$ cat src/rtl/shot_turn_controller_if.sv
// Purpose : groups the keyboard/ball-status inputs and the shot-control outputs
//           of shot_turn_controller into one bundle.
// Ports   : slave = controller side (consumes keys/frame/ball status, drives
//           charge/release/turn outputs); master = the environment driving it.
interface shot_turn_controller_if #(
   parameter int NUM_BALLS = 8
);
   // environment -> controller
   logic                 startOfFrame;
   logic                 keyUp;
   logic                 keyDown;
   logic                 keyLeft;
   logic                 keyRight;
   logic                 keyFire;
   logic [NUM_BALLS-1:0] ballMoving;
   logic                 whitePocketed;
   logic                 ballPocketed;
   // controller -> environment
   logic                 chargeUp;
   logic                 chargeDown;
   logic                 chargeLeft;
   logic                 chargeRight;
   logic                 releaseBall;
   logic                 currentPlayer;
   logic                 foul;
   logic                 respotWhite;
   logic signed [3:0]    xSteps;
   logic signed [3:0]    ySteps;
   logic [2:0]           shotState;

   modport master (
      output startOfFrame, keyUp, keyDown, keyLeft, keyRight, keyFire,
             ballMoving, whitePocketed, ballPocketed,
      input  chargeUp, chargeDown, chargeLeft, chargeRight, releaseBall,
             currentPlayer, foul, respotWhite, xSteps, ySteps, shotState
   );

   modport slave (
      input  startOfFrame, keyUp, keyDown, keyLeft, keyRight, keyFire,
             ballMoving, whitePocketed, ballPocketed,
      output chargeUp, chargeDown, chargeLeft, chargeRight, releaseBall,
             currentPlayer, foul, respotWhite, xSteps, ySteps, shotState
   );
endinterface

$ cat src/rtl/shot_turn_controller.sv
// Purpose : cue-ball shot sequencer: rate-limited charge pulses from held keys,
//           one release pulse per shot, waits for all balls to settle, then
//           resolves the turn (player switch, foul, white re-spot).
// Latency : every pulse output is registered and appears one clk after its cause.
// Flow    : no backpressure; inputs are levels/pulses sampled every clk.
// Ports   : clk, resetN (async, active-low) plain; everything else via
//           shot_turn_controller_if.slave.
module shot_turn_controller #(
   parameter int NUM_BALLS            = 8,
   parameter int CHARGE_PERIOD_FRAMES = 4,
   parameter int MAX_CHARGE_STEPS     = 5,
   parameter int SETTLE_FRAMES        = 16
) (
   input  logic                    clk,
   input  logic                    resetN,
   shot_turn_controller_if.slave   sif
);

   localparam logic [2:0] ST_AIM      = 3'd0;
   localparam logic [2:0] ST_CHARGE   = 3'd1;
   localparam logic [2:0] ST_RELEASE  = 3'd2;
   localparam logic [2:0] ST_ROLLING  = 3'd3;
   localparam logic [2:0] ST_SETTLE   = 3'd4;
   localparam logic [2:0] ST_TURN_END = 3'd5;

   localparam int FCW = (CHARGE_PERIOD_FRAMES > 1) ? $clog2(CHARGE_PERIOD_FRAMES) : 1;
   // Settle counter must hold SETTLE_FRAMES itself without wrapping.
   localparam int SCW = $clog2(SETTLE_FRAMES + 1);

   localparam logic [FCW-1:0]    FC_LAST  = FCW'(CHARGE_PERIOD_FRAMES - 1);
   localparam logic [SCW-1:0]    SC_DONE  = SCW'(SETTLE_FRAMES);
   localparam logic signed [3:0] STEP_MAX = 4'(MAX_CHARGE_STEPS);
   localparam logic signed [3:0] STEP_MIN = -STEP_MAX;

   logic [2:0]        state_q, state_d;
   logic [FCW-1:0]    frame_cnt_q, frame_cnt_d;
   logic [SCW-1:0]    settle_cnt_q, settle_cnt_d;
   logic signed [3:0] x_steps_q, x_steps_d;
   logic signed [3:0] y_steps_q, y_steps_d;
   logic              fire_prev_q, fire_prev_d;
   logic              white_lat_q, white_lat_d;
   logic              ball_lat_q, ball_lat_d;
   logic              player_q, player_d;
   logic              foul_q, foul_d;
   logic              respot_q, respot_d;
   logic              release_q, release_d;
   logic              chg_up_q, chg_up_d;
   logic              chg_dn_q, chg_dn_d;
   logic              chg_lf_q, chg_lf_d;
   logic              chg_rt_q, chg_rt_d;

   logic [NUM_BALLS-1:0] moving;
   logic                 moving_any;
   logic                 fire_edge;
   logic                 charge_tick;
   logic [SCW-1:0]       settle_inc;

   assign moving      = sif.ballMoving;
   assign moving_any  = |moving;
   assign fire_edge   = sif.keyFire & ~fire_prev_q;
   assign charge_tick = sif.startOfFrame & (frame_cnt_q == FC_LAST);
   assign settle_inc  = settle_cnt_q + 1'b1;

   always_comb begin
      state_d      = state_q;
      frame_cnt_d  = frame_cnt_q;
      settle_cnt_d = settle_cnt_q;
      x_steps_d    = x_steps_q;
      y_steps_d    = y_steps_q;
      fire_prev_d  = sif.keyFire;
      white_lat_d  = white_lat_q;
      ball_lat_d   = ball_lat_q;
      player_d     = player_q;
      foul_d       = foul_q;
      respot_d     = 1'b0;
      release_d    = 1'b0;
      chg_up_d     = 1'b0;
      chg_dn_d     = 1'b0;
      chg_lf_d     = 1'b0;
      chg_rt_d     = 1'b0;

      case (state_q)
         ST_AIM, ST_CHARGE: begin
            if (sif.startOfFrame)
               frame_cnt_d = (frame_cnt_q == FC_LAST) ? '0 : frame_cnt_q + 1'b1;
            // Opposing keys cancel; saturated axes stay silent.
            if (charge_tick) begin
               chg_up_d = sif.keyUp    & ~sif.keyDown  & (y_steps_q < STEP_MAX);
               chg_dn_d = sif.keyDown  & ~sif.keyUp    & (y_steps_q > STEP_MIN);
               chg_rt_d = sif.keyRight & ~sif.keyLeft  & (x_steps_q < STEP_MAX);
               chg_lf_d = sif.keyLeft  & ~sif.keyRight & (x_steps_q > STEP_MIN);
            end
            if (chg_up_d)      y_steps_d = y_steps_q + 4'sd1;
            else if (chg_dn_d) y_steps_d = y_steps_q - 4'sd1;
            if (chg_rt_d)      x_steps_d = x_steps_q + 4'sd1;
            else if (chg_lf_d) x_steps_d = x_steps_q - 4'sd1;

            if ((state_q == ST_AIM) && (chg_up_d | chg_dn_d | chg_lf_d | chg_rt_d))
               state_d = ST_CHARGE;
            // Release decision sees the charge applied in this same cycle.
            if ((state_q == ST_CHARGE) && fire_edge && !moving_any &&
                ((x_steps_d != 4'sd0) || (y_steps_d != 4'sd0)))
               state_d = ST_RELEASE;
         end

         ST_RELEASE: begin
            release_d    = 1'b1;
            foul_d       = 1'b0;
            white_lat_d  = 1'b0;
            ball_lat_d   = 1'b0;
            x_steps_d    = 4'sd0;
            y_steps_d    = 4'sd0;
            settle_cnt_d = '0;
            state_d      = ST_ROLLING;
         end

         ST_ROLLING: begin
            white_lat_d = white_lat_q | sif.whitePocketed;
            ball_lat_d  = ball_lat_q  | sif.ballPocketed;
            // Settle counter doubles as the stuck-shot guard while rolling.
            if (sif.startOfFrame) begin
               if (moving_any || (settle_inc == SC_DONE)) begin
                  state_d      = ST_SETTLE;
                  settle_cnt_d = '0;
               end else begin
                  settle_cnt_d = settle_inc;
               end
            end
         end

         ST_SETTLE: begin
            white_lat_d = white_lat_q | sif.whitePocketed;
            ball_lat_d  = ball_lat_q  | sif.ballPocketed;
            if (sif.startOfFrame) begin
               if (moving_any) begin
                  settle_cnt_d = '0;
               end else begin
                  settle_cnt_d = settle_inc;
                  if (settle_inc == SC_DONE)
                     state_d = ST_TURN_END;
               end
            end
         end

         ST_TURN_END: begin
            if (white_lat_q) begin
               foul_d   = 1'b1;
               respot_d = 1'b1;
               player_d = ~player_q;
            end else if (!ball_lat_q) begin
               player_d = ~player_q;
            end
            state_d     = ST_AIM;
            frame_cnt_d = '0;
         end

         default: begin
            state_d     = ST_AIM;
            frame_cnt_d = '0;
         end
      endcase
   end

   always_ff @(posedge clk or negedge resetN) begin
      if (!resetN) begin
         state_q      <= ST_AIM;
         frame_cnt_q  <= '0;
         settle_cnt_q <= '0;
         x_steps_q    <= 4'sd0;
         y_steps_q    <= 4'sd0;
         fire_prev_q  <= 1'b0;
         white_lat_q  <= 1'b0;
         ball_lat_q   <= 1'b0;
         player_q     <= 1'b0;
         foul_q       <= 1'b0;
         respot_q     <= 1'b0;
         release_q    <= 1'b0;
         chg_up_q     <= 1'b0;
         chg_dn_q     <= 1'b0;
         chg_lf_q     <= 1'b0;
         chg_rt_q     <= 1'b0;
      end else begin
         state_q      <= state_d;
         frame_cnt_q  <= frame_cnt_d;
         settle_cnt_q <= settle_cnt_d;
         x_steps_q    <= x_steps_d;
         y_steps_q    <= y_steps_d;
         fire_prev_q  <= fire_prev_d;
         white_lat_q  <= white_lat_d;
         ball_lat_q   <= ball_lat_d;
         player_q     <= player_d;
         foul_q       <= foul_d;
         respot_q     <= respot_d;
         release_q    <= release_d;
         chg_up_q     <= chg_up_d;
         chg_dn_q     <= chg_dn_d;
         chg_lf_q     <= chg_lf_d;
         chg_rt_q     <= chg_rt_d;
      end
   end

   assign sif.chargeUp      = chg_up_q;
   assign sif.chargeDown    = chg_dn_q;
   assign sif.chargeLeft    = chg_lf_q;
   assign sif.chargeRight   = chg_rt_q;
   assign sif.releaseBall   = release_q;
   assign sif.currentPlayer = player_q;
   assign sif.foul          = foul_q;
   assign sif.respotWhite   = respot_q;
   assign sif.xSteps        = x_steps_q;
   assign sif.ySteps        = y_steps_q;
   assign sif.shotState     = state_q;

endmodule

$ cat src/flat_wrapper.sv
// flat-port wrapper written by rule: the top's interface ports become plain ports
module shot_turn_controller_flat 
#(
   parameter int NUM_BALLS            = 8,
   parameter int CHARGE_PERIOD_FRAMES = 4,
   parameter int MAX_CHARGE_STEPS     = 5,
   parameter int SETTLE_FRAMES        = 16
)
  (clk, resetN, sif_startOfFrame, sif_keyUp, sif_keyDown, sif_keyLeft, sif_keyRight, sif_keyFire, sif_ballMoving, sif_whitePocketed, sif_ballPocketed, sif_chargeUp, sif_chargeDown, sif_chargeLeft, sif_chargeRight, sif_releaseBall, sif_currentPlayer, sif_foul, sif_respotWhite, sif_xSteps, sif_ySteps, sif_shotState);
  shot_turn_controller_if #(.NUM_BALLS(NUM_BALLS)) sif_i ();
  input  logic clk;
  input  logic resetN;
  input wire logic [$bits(sif_i.startOfFrame)-1:0] sif_startOfFrame;
  input wire logic [$bits(sif_i.keyUp)-1:0] sif_keyUp;
  input wire logic [$bits(sif_i.keyDown)-1:0] sif_keyDown;
  input wire logic [$bits(sif_i.keyLeft)-1:0] sif_keyLeft;
  input wire logic [$bits(sif_i.keyRight)-1:0] sif_keyRight;
  input wire logic [$bits(sif_i.keyFire)-1:0] sif_keyFire;
  input wire logic [$bits(sif_i.ballMoving)-1:0] sif_ballMoving;
  input wire logic [$bits(sif_i.whitePocketed)-1:0] sif_whitePocketed;
  input wire logic [$bits(sif_i.ballPocketed)-1:0] sif_ballPocketed;
  output wire logic [$bits(sif_i.chargeUp)-1:0] sif_chargeUp;
  output wire logic [$bits(sif_i.chargeDown)-1:0] sif_chargeDown;
  output wire logic [$bits(sif_i.chargeLeft)-1:0] sif_chargeLeft;
  output wire logic [$bits(sif_i.chargeRight)-1:0] sif_chargeRight;
  output wire logic [$bits(sif_i.releaseBall)-1:0] sif_releaseBall;
  output wire logic [$bits(sif_i.currentPlayer)-1:0] sif_currentPlayer;
  output wire logic [$bits(sif_i.foul)-1:0] sif_foul;
  output wire logic [$bits(sif_i.respotWhite)-1:0] sif_respotWhite;
  output wire logic [$bits(sif_i.xSteps)-1:0] sif_xSteps;
  output wire logic [$bits(sif_i.ySteps)-1:0] sif_ySteps;
  output wire logic [$bits(sif_i.shotState)-1:0] sif_shotState;
  assign sif_i.startOfFrame = sif_startOfFrame;
  assign sif_i.keyUp = sif_keyUp;
  assign sif_i.keyDown = sif_keyDown;
  assign sif_i.keyLeft = sif_keyLeft;
  assign sif_i.keyRight = sif_keyRight;
  assign sif_i.keyFire = sif_keyFire;
  assign sif_i.ballMoving = sif_ballMoving;
  assign sif_i.whitePocketed = sif_whitePocketed;
  assign sif_i.ballPocketed = sif_ballPocketed;
  assign sif_chargeUp = sif_i.chargeUp;
  assign sif_chargeDown = sif_i.chargeDown;
  assign sif_chargeLeft = sif_i.chargeLeft;
  assign sif_chargeRight = sif_i.chargeRight;
  assign sif_releaseBall = sif_i.releaseBall;
  assign sif_currentPlayer = sif_i.currentPlayer;
  assign sif_foul = sif_i.foul;
  assign sif_respotWhite = sif_i.respotWhite;
  assign sif_xSteps = sif_i.xSteps;
  assign sif_ySteps = sif_i.ySteps;
  assign sif_shotState = sif_i.shotState;
  shot_turn_controller #(.NUM_BALLS(NUM_BALLS), .CHARGE_PERIOD_FRAMES(CHARGE_PERIOD_FRAMES), .MAX_CHARGE_STEPS(MAX_CHARGE_STEPS), .SETTLE_FRAMES(SETTLE_FRAMES)) u_core (.clk(clk), .resetN(resetN), .sif(sif_i));
endmodule
$ cat config.mk
export PLATFORM = sky130hd
export DESIGN_NAME = shot_turn_controller_flat
export DESIGN_NICKNAME = d
export VERILOG_FILES = /design/src/rtl/shot_turn_controller_if.sv /design/src/rtl/shot_turn_controller.sv /design/src/flat_wrapper.sv
export SDC_FILE = /design/constraint.sdc
export NUM_CORES = 1
export LEC_CHECK = 0
export CORE_AREA = 8 8 78 80
export DETAILED_ROUTE_END_ITERATION = 10
export DIE_AREA = 0 0 86 88
export HOLD_SLACK_MARGIN = 0.02
export MAX_ROUTING_LAYER = met4
export PLACE_DENSITY = 0.71
export SYNTH_ARGS = -nofsm -noshare
export SYNTH_HDL_FRONTEND = slang
export SYNTH_SLANG_ARGS = --single-unit
$ cat constraint.sdc
create_clock -name clk -period 2.7 [get_ports clk]
set_clock_uncertainty 0.1 [all_clocks]
set_input_delay 0.54 -clock clk [delete_from_list [all_inputs] [get_ports clk]]
set_output_delay 0.54 -clock clk [all_outputs]
set_load 0.02 [all_outputs]
# Word-level counts from Yosys, hierarchy flattened
# Cells that the tools add are included.
op_classes:
  bitwise_logic: 22
  addsub: 6
  order_cmp: 4
  n_mux: 45
  n_reduce_logical: 23
  n_eq_ne: 16
ops:
  columns: ["cell", "count"]
  rows:
  - ["$mux 4", 6]
  - ["$mux 3", 7]
  - ["$mux 5", 4]
  - ["$mux 1", 18]
  - ["$pmux 4 s2", 2]
  - ["$pmux 5 s3", 1]
  - ["$pmux 3 s4", 1]
  - ["$and 1x1->1", 10]
  - ["$add 4x2->4 const B", 2]
  - ["$gt 4x4->1 const B", 2]
  - ["$lt 4x4->1 const B", 2]
  - ["$ne 2x1->1 const B", 4]
  - ["$ne 2x2->1 const B", 4]
  - ["$reduce_bool 4->1", 2]
  - ["$reduce_or 8->1", 1]
  - ["$sub 4x2->4 const B", 2]
  - ["$not 1->1", 7]
  - ["$eq 3x2->1 const B", 2]
  - ["$eq 3x3->1 const B", 2]
  - ["$pmux 1 s2", 3]
  - ["$reduce_and 2->1", 3]
  - ["$reduce_and 6->1", 1]
  - ["$reduce_bool 2->1", 3]
  - ["$add 5x1->5 const B", 1]
  - ["other kinds (16)", 26]
totals:
  in_bits: 18
  word_cells: 132
  regBits: 29
  output_inout_bits: 19

# Logic depth before layout (Yosys ltp)
depth:
  ltp_word: 13
  mapped_depth: 8
  mapped_depth_nobuf: 8

# Worst setup path before layout
# No wires, ideal clock.
synth_timing:
  path_kind: "flip-flop to flip-flop"
  start: "reg u_core.y_steps_q[0], in the netlist u_core.sif.ySteps[0]"
  end: "reg u_core.state_q[0], in the netlist u_core.sif.shotState[0]"
  stages_incl_launch_ff: 9
  path_slack_ps: 343
  period_less_slack_ps: 2357
  n_path_buf: 0
  setup_ps: 111
  required_ps: 2489
  t_arrival_ps: 2145
  cell_sequence: "dfrtp_1 > inv_1 > ha_1 > nand2b_1 > and3_1 > a221o_1 > nor3_2 > a31oi_2 > a2111oi_2"
synth_via:
  elab_chain_len: 12
  word_cells_on_any_way: 24
  classes_between: "add/sub: 2; order compare: 2; eq/ne: 1; mux: 9; bitwise: 5; reduce/logical: 5"
synth_rtl:
  columns: ["element", "line", "source"]
  rows:
  - ["from (decl)", "shot_turn_controller.sv:39", "logic signed [3:0] y_steps_q, y_steps_d;"]
  - ["from (signal assigned)", "shot_turn_controller.sv:187", "y_steps_q <= y_steps_d;"]
  - ["$gt 4x4->1", "shot_turn_controller.sv:89", "chg_dn_d = sif.keyDown & ~sif.keyUp & (y_steps_q > STEP_MIN);"]
  - ["$and 1x1->1", "shot_turn_controller.sv:89", null]
  - ["$mux 1", "shot_turn_controller.sv:87", "if (charge_tick) begin"]
  - ["$mux 1", "shot_turn_controller.sv:82", "case (state_q)"]
  - ["$mux 4", "shot_turn_controller.sv:94", "else if (chg_dn_d) y_steps_d = y_steps_q - 4'sd1;"]
  - ["$mux 4", "shot_turn_controller.sv:93", "if (chg_up_d) y_steps_d = y_steps_q + 4'sd1;"]
  - ["$mux 4", "shot_turn_controller.sv:82", null]
  - ["$reduce_bool 4->1", "shot_turn_controller.sv:102", "((x_steps_d != 4'sd0) || (y_steps_d != 4'sd0)))"]
  - ["$logic_or 1x1->1", "shot_turn_controller.sv:102", null]
  - ["$logic_and 1x1->1", "shot_turn_controller.sv:101", "if ((state_q == ST_CHARGE) && fire_edge && !moving_any &&"]
  - ["$ne 3x1->1 (no line) or $mux 3 (tied branches)", null, null]
  - ["$reduce_and 6->1 (no line) or $pmux 3 s4 (tied branches)", null, null]
  - ["to (signal assigned)", "shot_turn_controller.sv:183", "state_q <= state_d;"]
  - ["to (decl)", "shot_turn_controller.sv:35", "logic [2:0] state_q, state_d;"]
# Parallel ways exist; a longest one is shown, timed or not. The select of a mux whose other input is x is not followed.
# A chain may end at the register's enable or synchronous reset.

# Final worst setup path
layout_timing:
  start: "in sif_startOfFrame"
  end: "reg u_core.state_q[0], in the netlist u_core.sif.shotState[0]"
layout_via:
  elab_chain_len: 11
  word_cells_on_any_way: 29
  classes_between: "eq/ne: 3; mux: 16; bitwise: 4; reduce/logical: 6"
layout_rtl:
  columns: ["element", "line", "source"]
  rows:
  - ["from (decl)", "flat_wrapper.sv:13", "input wire logic [$bits(sif_i.startOfFrame)-1:0] sif_startOfFrame;"]
  - ["$and 1x1->1", "shot_turn_controller.sv:61", "assign charge_tick = sif.startOfFrame & (frame_cnt_q == FC_LAST);"]
  - ["$mux 1", "shot_turn_controller.sv:87", null]
  - ["$mux 1", "shot_turn_controller.sv:82", null]
  - ["$mux 4 (on tied branches)", "shot_turn_controller.sv:96, shot_turn_controller.sv:94", null]
  - ["$mux 4 (on tied branches)", "shot_turn_controller.sv:95, shot_turn_controller.sv:93", null]
  - ["$mux 4", "shot_turn_controller.sv:82", null]
  - ["$reduce_bool 4->1", "shot_turn_controller.sv:102", null]
  - ["$logic_or 1x1->1", "shot_turn_controller.sv:102", null]
  - ["$logic_and 1x1->1", "shot_turn_controller.sv:101", null]
  - ["$ne 3x1->1 (no line) or $mux 3 (tied branches)", null, null]
  - ["$reduce_and 6->1 (no line) or $pmux 3 s4 (tied branches)", null, null]
# Parallel ways exist; a longest one is shown, timed or not. The select of a mux whose other input is x is not followed.

==> impl_metrics.ini <==
[sta]
finalCritPeriodShare = 0.904
rsz0062_at_grt = no
final_max_slew_viol_count = 0
fmax_mhz = 410
slew_headroom = 0.592
hold_viol = 0
timing.hold.ws_ns = 0.374
layout_setup_ws_ns = 0.260
setup_viol = 0
worst_pin_slew_ns = 0.610
min_period_ns = 2.44

[place]
gp_congestion = 0.859
dp_hpwl_mm = 3.59
place_area_mm2 = 0.00237
io_buffers = 36
dp_worst_setup_slack_ns = -0.0367

[die]
dieHeight_um = 88
core_area_mm2 = 0.00491
dieArea_mm2 = 0.00757
pin_count = 37
rows = 26
die_width_um = 86
start_util = 0.386

[critical_path]
cp-end-kind = flop
cp_max_fo = 6
critical_path_class = primary input to flop
cp.arrival_ns = 2.51
critPathRequiredTime_ns = 2.77
start_kind = primary input
reg2reg_depth = 8

[synthesis]
synth_ff_type = dfrtp_1
ys_types = 57
yosys_warnings = 0
yosysSeqAreaShare = 0.383
avgSynthCellArea_um2 = 9.20
synth_top_area_share = 0.383
yosys-top-cells-area = dfrtp_1 (38%), ha_1 (4.6%), o21ai_0 (4.0%)
synthCells = 206
synth_top_area_cell = dfrtp_1
ys_seq_elements = 29
synthTopCellsByCount = dfrtp_1 (29), nand2_1 (18), o21ai_0 (15), nor2_1 (14), inv_1 (13)
syn_nets = 231
async_reset_ff_frac = 1.00
synth_edf_count = 0
synth_most_common_cell = dfrtp_1
netlist_area_mm2 = 0.00189

[final_layout]
fillers = 459
final_layout_size_suffix_gt1_frac = 0.142
fin_nets = 278
diodes = 0
area_growth_pct = 29.7
finish.instance_area_mm2 = 0.00246

[drt]
dr.first_iter.drc_count = 88
route.vias.total = 1759
drtPass1Iterations = 4
drt-vias-per-instance = 5.43
ant_nets = 0
drcViolationCount = 0
avgRoutedWirePerCell_um = 14.8
routed_wl_mm = 4.79

[global_route]
grt_pass1_wl_mm = 7.87
grt_use_total = 0.135
grt_overflow = 0
antenna_found_initial = 0
grt_pass1_vias = 1687
grt_max_degree = 30

[pwr]
p_total_mw = 1.70
vdd_drop_max_mv = 0.346
powerDensity_mw_per_mm2 = 693
leakage_nw = 1.05

[min_path]
min_path_type = flop to flop
min_path_cells = 1

[clock_network]
cts_setup_buffers = 0
cts_hold_buf = 0
clkLatencyLatePin_ns = 0.29
clk_pin_slew_ns = 0.06
cts_tree = built
cts_resized = 0
cts_buffer_depth = 2
cts.sinks = 29
cts_made_buffers = 5
cts_root_buffer = clkbuf_8
h-tree-depth = 2

[status]
outcome = finished, final reports clean

[run]
maxCapViolCount = 0
-- final timing paths --
path                                     startpoint  slack (ns)                  endpoint
setup reg to reg               u_core.sif.ySteps[1]        0.27   u_core.sif.shotState[0]
max in group asynchronous                    resetN        1.68     u_core.sif.chargeLeft
min in group asynchronous                    resetN        0.54       u_core.sif.chargeUp
hold / removal             u_core.sif.currentPlayer        0.37  u_core.sif.currentPlayer
hold reg to reg            u_core.sif.currentPlayer        0.37  u_core.sif.currentPlayer
setup / recovery                   sif_startOfFrame        0.26   u_core.sif.shotState[0]
-- routing by layer --
metal | vias to the layer above | GRT usage | share of wire
li1 | 856 | - | -
met1 | 842 | 0.162 | 0.47
met4 | 0 | 0.0557 | 0.013
met5 | - | - | 0
met3 | 5 | 0.0385 | 0.057
met2 | 56 | 0.208 | 0.46
-- critical path, stage by stage --
cell and delay (ns):
clkdlybuf4s50_1 0.58, and4b_2 0.32, o21ai_2 0.08, or3_1 0.33, a31oi_2 0.19, a31oi_2 0.13, a2111oi_2 0.34
-- per-stage QoR --
stage | TNS (ns) | util | cells
after global routing | 0 | 0.500 | 324
after floorplan | 0 | - | 206
after detailed placement | -0.0455 | 0.482 | 316
final | 0 | 0.500 | 324
after global placement | 0 | 0.482 | 316
after CTS | 0 | 0.499 | 324
-- state kept, by name (all words and copies together) (netlist names) --
register,count
u_core.sif.currentPlayer,1
u_core.sif.xSteps,4
u_core.sif.ySteps,4
u_core.sif.chargeLeft,1
u_core.sif.foul,1
u_core.ball_lat_q,1
u_core.sif.chargeUp,1
u_core.frame_cnt_q,2
u_core.sif.chargeDown,1
u_core.sif.releaseBall,1
u_core.sif.shotState,3
u_core.white_lat_q,1
u_core.fire_prev_q,1
u_core.settle_cnt_q,5
u_core.sif.respotWhite,1
u_core.sif.chargeRight,1
-- report_power, final --
part | internal [mW] | switching, mW | leakage, nW
Clock | 0.178 | 0.171 | 0.0450
Combinational | 0.337 | 0.375 | 0.639
Sequential | 0.509 | 0.130 | 0.367
Total | 1.02 | 0.676 | 1.05
-- placed cells by master, fill, tap and decap left out, types with 4 or more instances in the layout --
master / instances
nand2b_1: 4
a22o_1: 5
clkdlybuf4s50_1: 36
ha_1: 7
a21o_1: 5
a32oi_1: 4
inv_1: 13
nand3_1: 7
dfrtp_1: 29
nor3_1: 6
nor2_1: 14
a21oi_1: 11
o21ai_0: 15
nand2_1: 18
buf_4: 11
clkbuf_8: 5
-- logic make-up after synthesis --
logic type | Yosys count | share of synthesized area
and+or+nand+nor | 78 | 0.230
xor gates and xnor gates | 3 | 0.0139
AOI/OAI and AO/OA | 68 | 0.266
buffers and inverters | 20 | 0.0555
DFF | 29 | 0.383
muxes | 1 | 0.00528
adders and majority gates | 7 | 0.0462
-- final cells by class --
type	count	area, µm²	area share
sequential	29	726	0.295
inverter	13	48.8	0.0199
timing repair buffer	47	443	0.180
tap	70	87.6	0.0357
clock buffer	6	72.6	0.0295
clock inverter	2	10.0	0.00408
multi-input combinational	157	1070	0.435
(Power assumes the default switching activity.)
==> patch 1: new RTL, same settings <==
`NUM_BALLS` is set to 8 in 3 places; all go to 16.
--- a/src/rtl/shot_turn_controller_if.sv
+++ b/src/rtl/shot_turn_controller_if.sv
@@ -3,7 +3,7 @@
 // Ports   : slave = controller side (consumes keys/frame/ball status, drives
 //           charge/release/turn outputs); master = the environment driving it.
 interface shot_turn_controller_if #(
-   parameter int NUM_BALLS = 8
+   parameter int NUM_BALLS = 16
 );
    // environment -> controller
    logic                 startOfFrame;
--- a/src/rtl/shot_turn_controller.sv
+++ b/src/rtl/shot_turn_controller.sv
@@ -6,7 +6,7 @@
 // Ports   : clk, resetN (async, active-low) plain; everything else via
 //           shot_turn_controller_if.slave.
 module shot_turn_controller #(
-   parameter int NUM_BALLS            = 8,
+   parameter int NUM_BALLS            = 16,
    parameter int CHARGE_PERIOD_FRAMES = 4,
    parameter int MAX_CHARGE_STEPS     = 5,
    parameter int SETTLE_FRAMES        = 16
--- a/src/flat_wrapper.sv
+++ b/src/flat_wrapper.sv
@@ -1,7 +1,7 @@
 // flat-port wrapper written by rule: the top's interface ports become plain ports
 module shot_turn_controller_flat 
 #(
-   parameter int NUM_BALLS            = 8,
+   parameter int NUM_BALLS            = 16,
    parameter int CHARGE_PERIOD_FRAMES = 4,
    parameter int MAX_CHARGE_STEPS     = 5,
    parameter int SETTLE_FRAMES        = 16
Ports: changed (resized sif_ballMoving); port bits go from 37 to 45. The function was not compared with the original's and may differ.
==> patch 1 against the original RTL <==
Cell area rose by 2.9%; setup slack worse by 0.10 ns; maximum frequency fell by 4.0%; sequential share of layout area is 0.83 points lower; sequential cell count stayed put; count of clock-buffer cells in the layout rose by 2; cell count is 6.2% higher; synthesized area increased by 0.46%; routed wire length up 0.96%; critical path type unchanged; critical endpoint is now u_core.sif.shotState[1].
Power is not compared: it rests on default switching activity, and its combinational part moved more than twofold at a synthesized area within 25%.
==> patch 1: results (changes against the original RTL) <==
Yosys
  – Synth Area in XOR/XNOR: 0.00920 (was 0.0139)
  – Cell types occupying the most area after synthesis: sky130_fd_sc_hd__dfrtp_1 38%, sky130_fd_sc_hd__o21ai_0 4.7%, sky130_fd_sc_hd__nand2_1 4.7%, sky130_fd_sc_hd__ha_1 4.6%, sky130_fd_sc_hd__a21oi_1 4.5% (was sky130_fd_sc_hd__dfrtp_1 38%, sky130_fd_sc_hd__ha_1 4.6%, sky130_fd_sc_hd__o21ai_0 4.0%, sky130_fd_sc_hd__nand2_1 3.6%, sky130_fd_sc_hd__a21oi_1 2.9%)
  – Net count of the mapped netlist: 251 (was 231)
  – Mapped Cells: 218 (was 206)
  – Proportion of synthesized area in mux cells: 0.0164 (was 0.00528)
  – Post-synthesis share of cell area spent on full adders, half adders and majority gates: 0.0460 (was 0.0462)
  – Fraction of the mapped netlist area in compound gates: 0.236 (was 0.266)

Layout
  – Non-filler instance count after layout: 344 (was 324)
  – Nets: 306 (was 278)
  – Ratio of cells with drive above 1 in the final layout: 0.102 (was 0.142)
  – Fill cell count: 445 (was 459)

Setup path
  – Critical Path End: u_core.sif.shotState[1] (was u_core.sif.shotState[0])
  – Worst r2r path cells: 7 (was 8)
  – Setup slack of the most critical reg-to-reg path: 0.31 ns (was 0.27 ns)
  – Critical register-to-register path startpoint: u_core.frame_cnt_q[0] (was u_core.sif.ySteps[1])

GRT
  – Wire length of the first global-routing pass: 8.05 mm (was 7.87 mm)
  – Via count of the first global-routing pass: 1,790 (was 1,687)

Placement
  – Post-place setup slack: -0.149 ns (was -0.0367 ns)
  – Total of buffers placed on input and output ports: 44 (was 36)
  – Post-detail-place hpwl: 3.68 mm (was 3.59 mm)
  – Routability cong.: 0.862 (was 0.859)

Drt
  – Total detailed-routing wirelength: 4.84 mm (was 4.79 mm)
  – DR iter-0 viols: 75 (was 88)

Run status
  – Status: finished clean (unchanged)

STA
  – Max transition margin: 0.622 (was 0.592)
patch 1: per-stage QoR:
step	area [um2]	util	hold slack, ns	TNS, ns
detailed placement	2450	0.498	0.367	-0.246
global placement	2450	0.498	0.361	-0.167
floorplan	1900	-	0.144	0
finish	2530	0.515	0.379	0
CTS	2530	0.515	0.379	0
global route	2530	0.515	0.422	0
patch 1: report_power, final:
| group | internal, mW | switching [mW] |
|---|---|---|
| Clock | 0.183 | 0.154 |
| Combinational | 0.0380 | 0.0229 |
| Sequential | 0.435 | 0.000184 |
| Total | 0.656 | 0.177 |
patch 1: worst min path at each step:
stage | cells past startpoint | startpoint | endpoint
6_report | 1 | u_core.sif.currentPlayer | u_core.sif.currentPlayer
2_1_floorplan | 0 | resetN | u_core.ball_lat_q
3_3_place_gp | 1 | u_core.sif.currentPlayer | u_core.sif.currentPlayer
4_1_cts | 1 | u_core.sif.currentPlayer | u_core.sif.currentPlayer
3_5_place_dp | 1 | u_core.sif.currentPlayer | u_core.sif.currentPlayer
5_1_grt | 1 | u_core.sif.currentPlayer | u_core.sif.currentPlayer
patch 1: final cells by class:
class	count	share of cell area
Inverter	13	0.0193
Tap cell	70	0.0347
Sequential cell	29	0.287
Timing Repair Buffer	55	0.207
Clock buffer	8	0.0317
Multi-Input combinational cell	169	0.420
patch 1: cells by family after synthesis:
logic type      Yosys count
simple gates             89
buf+inv                  20
xor+xnor                  2
fa+ha+maj                 7
flops                    29
compound gates           68
mux                       3
patch 1: per-layer routing:
metal	track usage	up-vias	part of all wire
met2	0.222	39	0.49
met1	0.157	873	0.46
met4	0.0525	0	0.0087
met5	-	-	0
met3	0.0338	6	0.041
li1	-	907	-
==> patch 2: new RTL, same settings <==
Made on the original files. Make the reset (`resetN`) synchronous in one clocked block. Comments in the files are not updated.
--- a/src/rtl/shot_turn_controller.sv
+++ b/src/rtl/shot_turn_controller.sv
@@ -161,7 +161,7 @@
       endcase
    end
 
-   always_ff @(posedge clk or negedge resetN) begin
+   always_ff @(posedge clk) begin
       if (!resetN) begin
          state_q      <= ST_AIM;
          frame_cnt_q  <= '0;
Formal check against the unedited RTL: differs if resetN is asserted again (counterexample within 10 cycles, from zero or initial values and one cycle with resetN low); with resetN held inactive, the same outputs for 10 cycles.
==> patch 2 against the original RTL <==
Setup slack worse by 0.0076 ns; sequential cell count is the same; cell area down 0.66%; critical path type unchanged; critical endpoint is now u_core.sif.shotState[1]; synthesized area decreased by 0.99%; routed wire length fell by 6.9%; non-clock buffer count decreased by 1.
Power is not compared: it rests on default switching activity, and its combinational part moved more than twofold at a synthesized area within 25%.
==> patch 2: results (changes against the original RTL) <==
Run status
  – Status: finished clean (unchanged)

Yosys
  – Async set-or-reset flop fraction in the synthesized netlist: 0 (was 1.00)
  – Net count of the mapped netlist: 252 (was 231)
  – Dominant register cell in the synthesized netlist: sky130_fd_sc_hd__dfxtp_1 (was sky130_fd_sc_hd__dfrtp_1)
  – Part of the Yosys area used for sequential elements: 0.310 (was 0.383)
  – Number of distinct standard cells referenced by the synthesized netlist: 50 (was 57)
  – Post-synth top cells: 29 x sky130_fd_sc_hd__dfxtp_1, 21 x sky130_fd_sc_hd__nand2_1, 21 x sky130_fd_sc_hd__nor2_1 (was 29 x sky130_fd_sc_hd__dfrtp_1, 18 x sky130_fd_sc_hd__nand2_1, 15 x sky130_fd_sc_hd__o21ai_0)
  – Cell types occupying the most area after synthesis: sky130_fd_sc_hd__dfxtp_1 31%, sky130_fd_sc_hd__ha_1 4.7%, sky130_fd_sc_hd__a21oi_1 4.5%, sky130_fd_sc_hd__nand2_1 4.2%, sky130_fd_sc_hd__nor2_1 4.2% (was sky130_fd_sc_hd__dfrtp_1 38%, sky130_fd_sc_hd__ha_1 4.6%, sky130_fd_sc_hd__o21ai_0 4.0%, sky130_fd_sc_hd__nand2_1 3.6%, sky130_fd_sc_hd__a21oi_1 2.9%)

Drt
  – Total detailed-routing wirelength: 4.46 mm (was 4.79 mm)
  – Total via count in the routed design: 1,803 (was 1,759)
  – DR iter-0 viols: 101 (was 88)

GRT
  – Pin count of the biggest net entering global routing: 18 (was 30)
  – Global-route usage over all layers: 0.130 (was 0.135)
  – Number of antenna violations at the first check in global routing: 0 (unchanged)
  – Wire length of the first global-routing pass: 7.76 mm (was 7.87 mm)
  – Via count of the first global-routing pass: 1,690 (was 1,687)

Clock tree
  – CTS Buf Count: 5 (unchanged)
  – Cell at the root of the clock tree: sky130_fd_sc_hd__clkbuf_8 (unchanged)
  – Skew-Pair Late Insertion Delay: 0.28 ns

Setup path
  – Worst EP arrival: 2.53 ns (was 2.51 ns)
  – Largest driver fanout on the critical path: 9 (was 6)

Layout
  – Nets: 296 (was 278)
  – Largest register FFs: 5 (unchanged)
  – Ratio of cells with drive above 1 in the final layout: 0.118 (was 0.142)
  – Fill cell count: 491 (was 459)
  – Number of inserted diodes: 0 (unchanged)

Power
  – Worst VDD drop: about 260 uV

Placement
  – Post-detail-place hpwl: 3.37 mm (was 3.59 mm)
  – Routability cong.: 0.870 (was 0.859)

STA
  – Slew of the pin with the lowest slew margin: 0.553 ns (was 0.610 ns)
patch 2: cell count changes after synthesis, sizes merged, moves of 5 or more:
cell,change
a21o,-5
nor2,+7
a21oi,+6
and4b,+5
dfxtp,+29
a22o,-5
nor2b,+6
o21ai,-7
a22oi,+6
dfrtp,-29
patch 2: cells by family after synthesis:
| logic type | after synthesis | synth area share |
|---|---|---|
| simple gates | 106 | 0.342 |
| compound gates | 60 | 0.228 |
| xor+xnor | 3 | 0.0140 |
| flops | 29 | 0.310 |
| buf+inv | 19 | 0.0440 |
| mux | 3 | 0.0160 |
| fa+ha+maj | 7 | 0.0467 |
patch 2: critical path, stage by stage:
cell                              delay, ns
sky130_fd_sc_hd__clkdlybuf4s50_1       0.69
sky130_fd_sc_hd__and4b_1               0.36
sky130_fd_sc_hd__a211o_1               0.16
sky130_fd_sc_hd__o211ai_1              0.15
sky130_fd_sc_hd__nor4_4                0.30
sky130_fd_sc_hd__a21oi_1               0.09
sky130_fd_sc_hd__a41o_1                0.24
patch 2: per-stage QoR:
step	setup TNS (ns)	total power [mW]	setup WS (ns)	area, um2	instances
CTS	0	0.936	0.265	2440	342
detailed placement	-0.0315	0.580	-0.0275	2350	334
global placement	0	0.579	0.00857	2350	334
global route	0	0.970	0.143	2440	342
finish	0	0.919	0.253	2440	342
floorplan	0	0.526	0.459	1880	227
patch 2: path summary, 6_finish.rpt:
| kind | start | to | slack [ns] | depth (start not counted) |
|---|---|---|---|---|
| worst min-delay path | u_core.sif.foul | u_core.sif.foul | 0.38 | 2 |
| worst min register to register | u_core.sif.foul | u_core.sif.foul | 0.38 | 2 |
| worst max-delay path | sif_startOfFrame | u_core.sif.shotState[1] | 0.25 | 7 |
| worst max register to register | u_core.frame_cnt_q[0] | u_core.sif.shotState[1] | 0.44 | 7 |
patch 2: area by class of cell:
class	instances	share of cell area
multi-input cells	179	0.497
flip-flops and latches	29	0.238
repair buffers	46	0.178
well taps	70	0.0359
clock buffers	5	0.0282
inverters	10	0.0154
clock inverters	3	0.00718
patch 2: power by group through the flow:
stage / logic, mW / registers, mW / clock network [mW]
3_5_place_dp: 0.123 / 0.457 / 0
2_1_floorplan: 0.0662 / 0.459 / 0
3_3_place_gp: 0.122 / 0.457 / 0
5_1_grt: 0.134 / 0.449 / 0.387
6_report: 0.123 / 0.447 / 0.350
4_1_cts: 0.123 / 0.447 / 0.365
patch 2: layer usage:
metal,up-vias,part of all wire,GRT usage
li1,934,-,-
met1,822,0.50,0.155
met2,40,0.44,0.203
met3,7,0.050,0.0375
met4,0,0.013,0.0478
met5,-,0,-
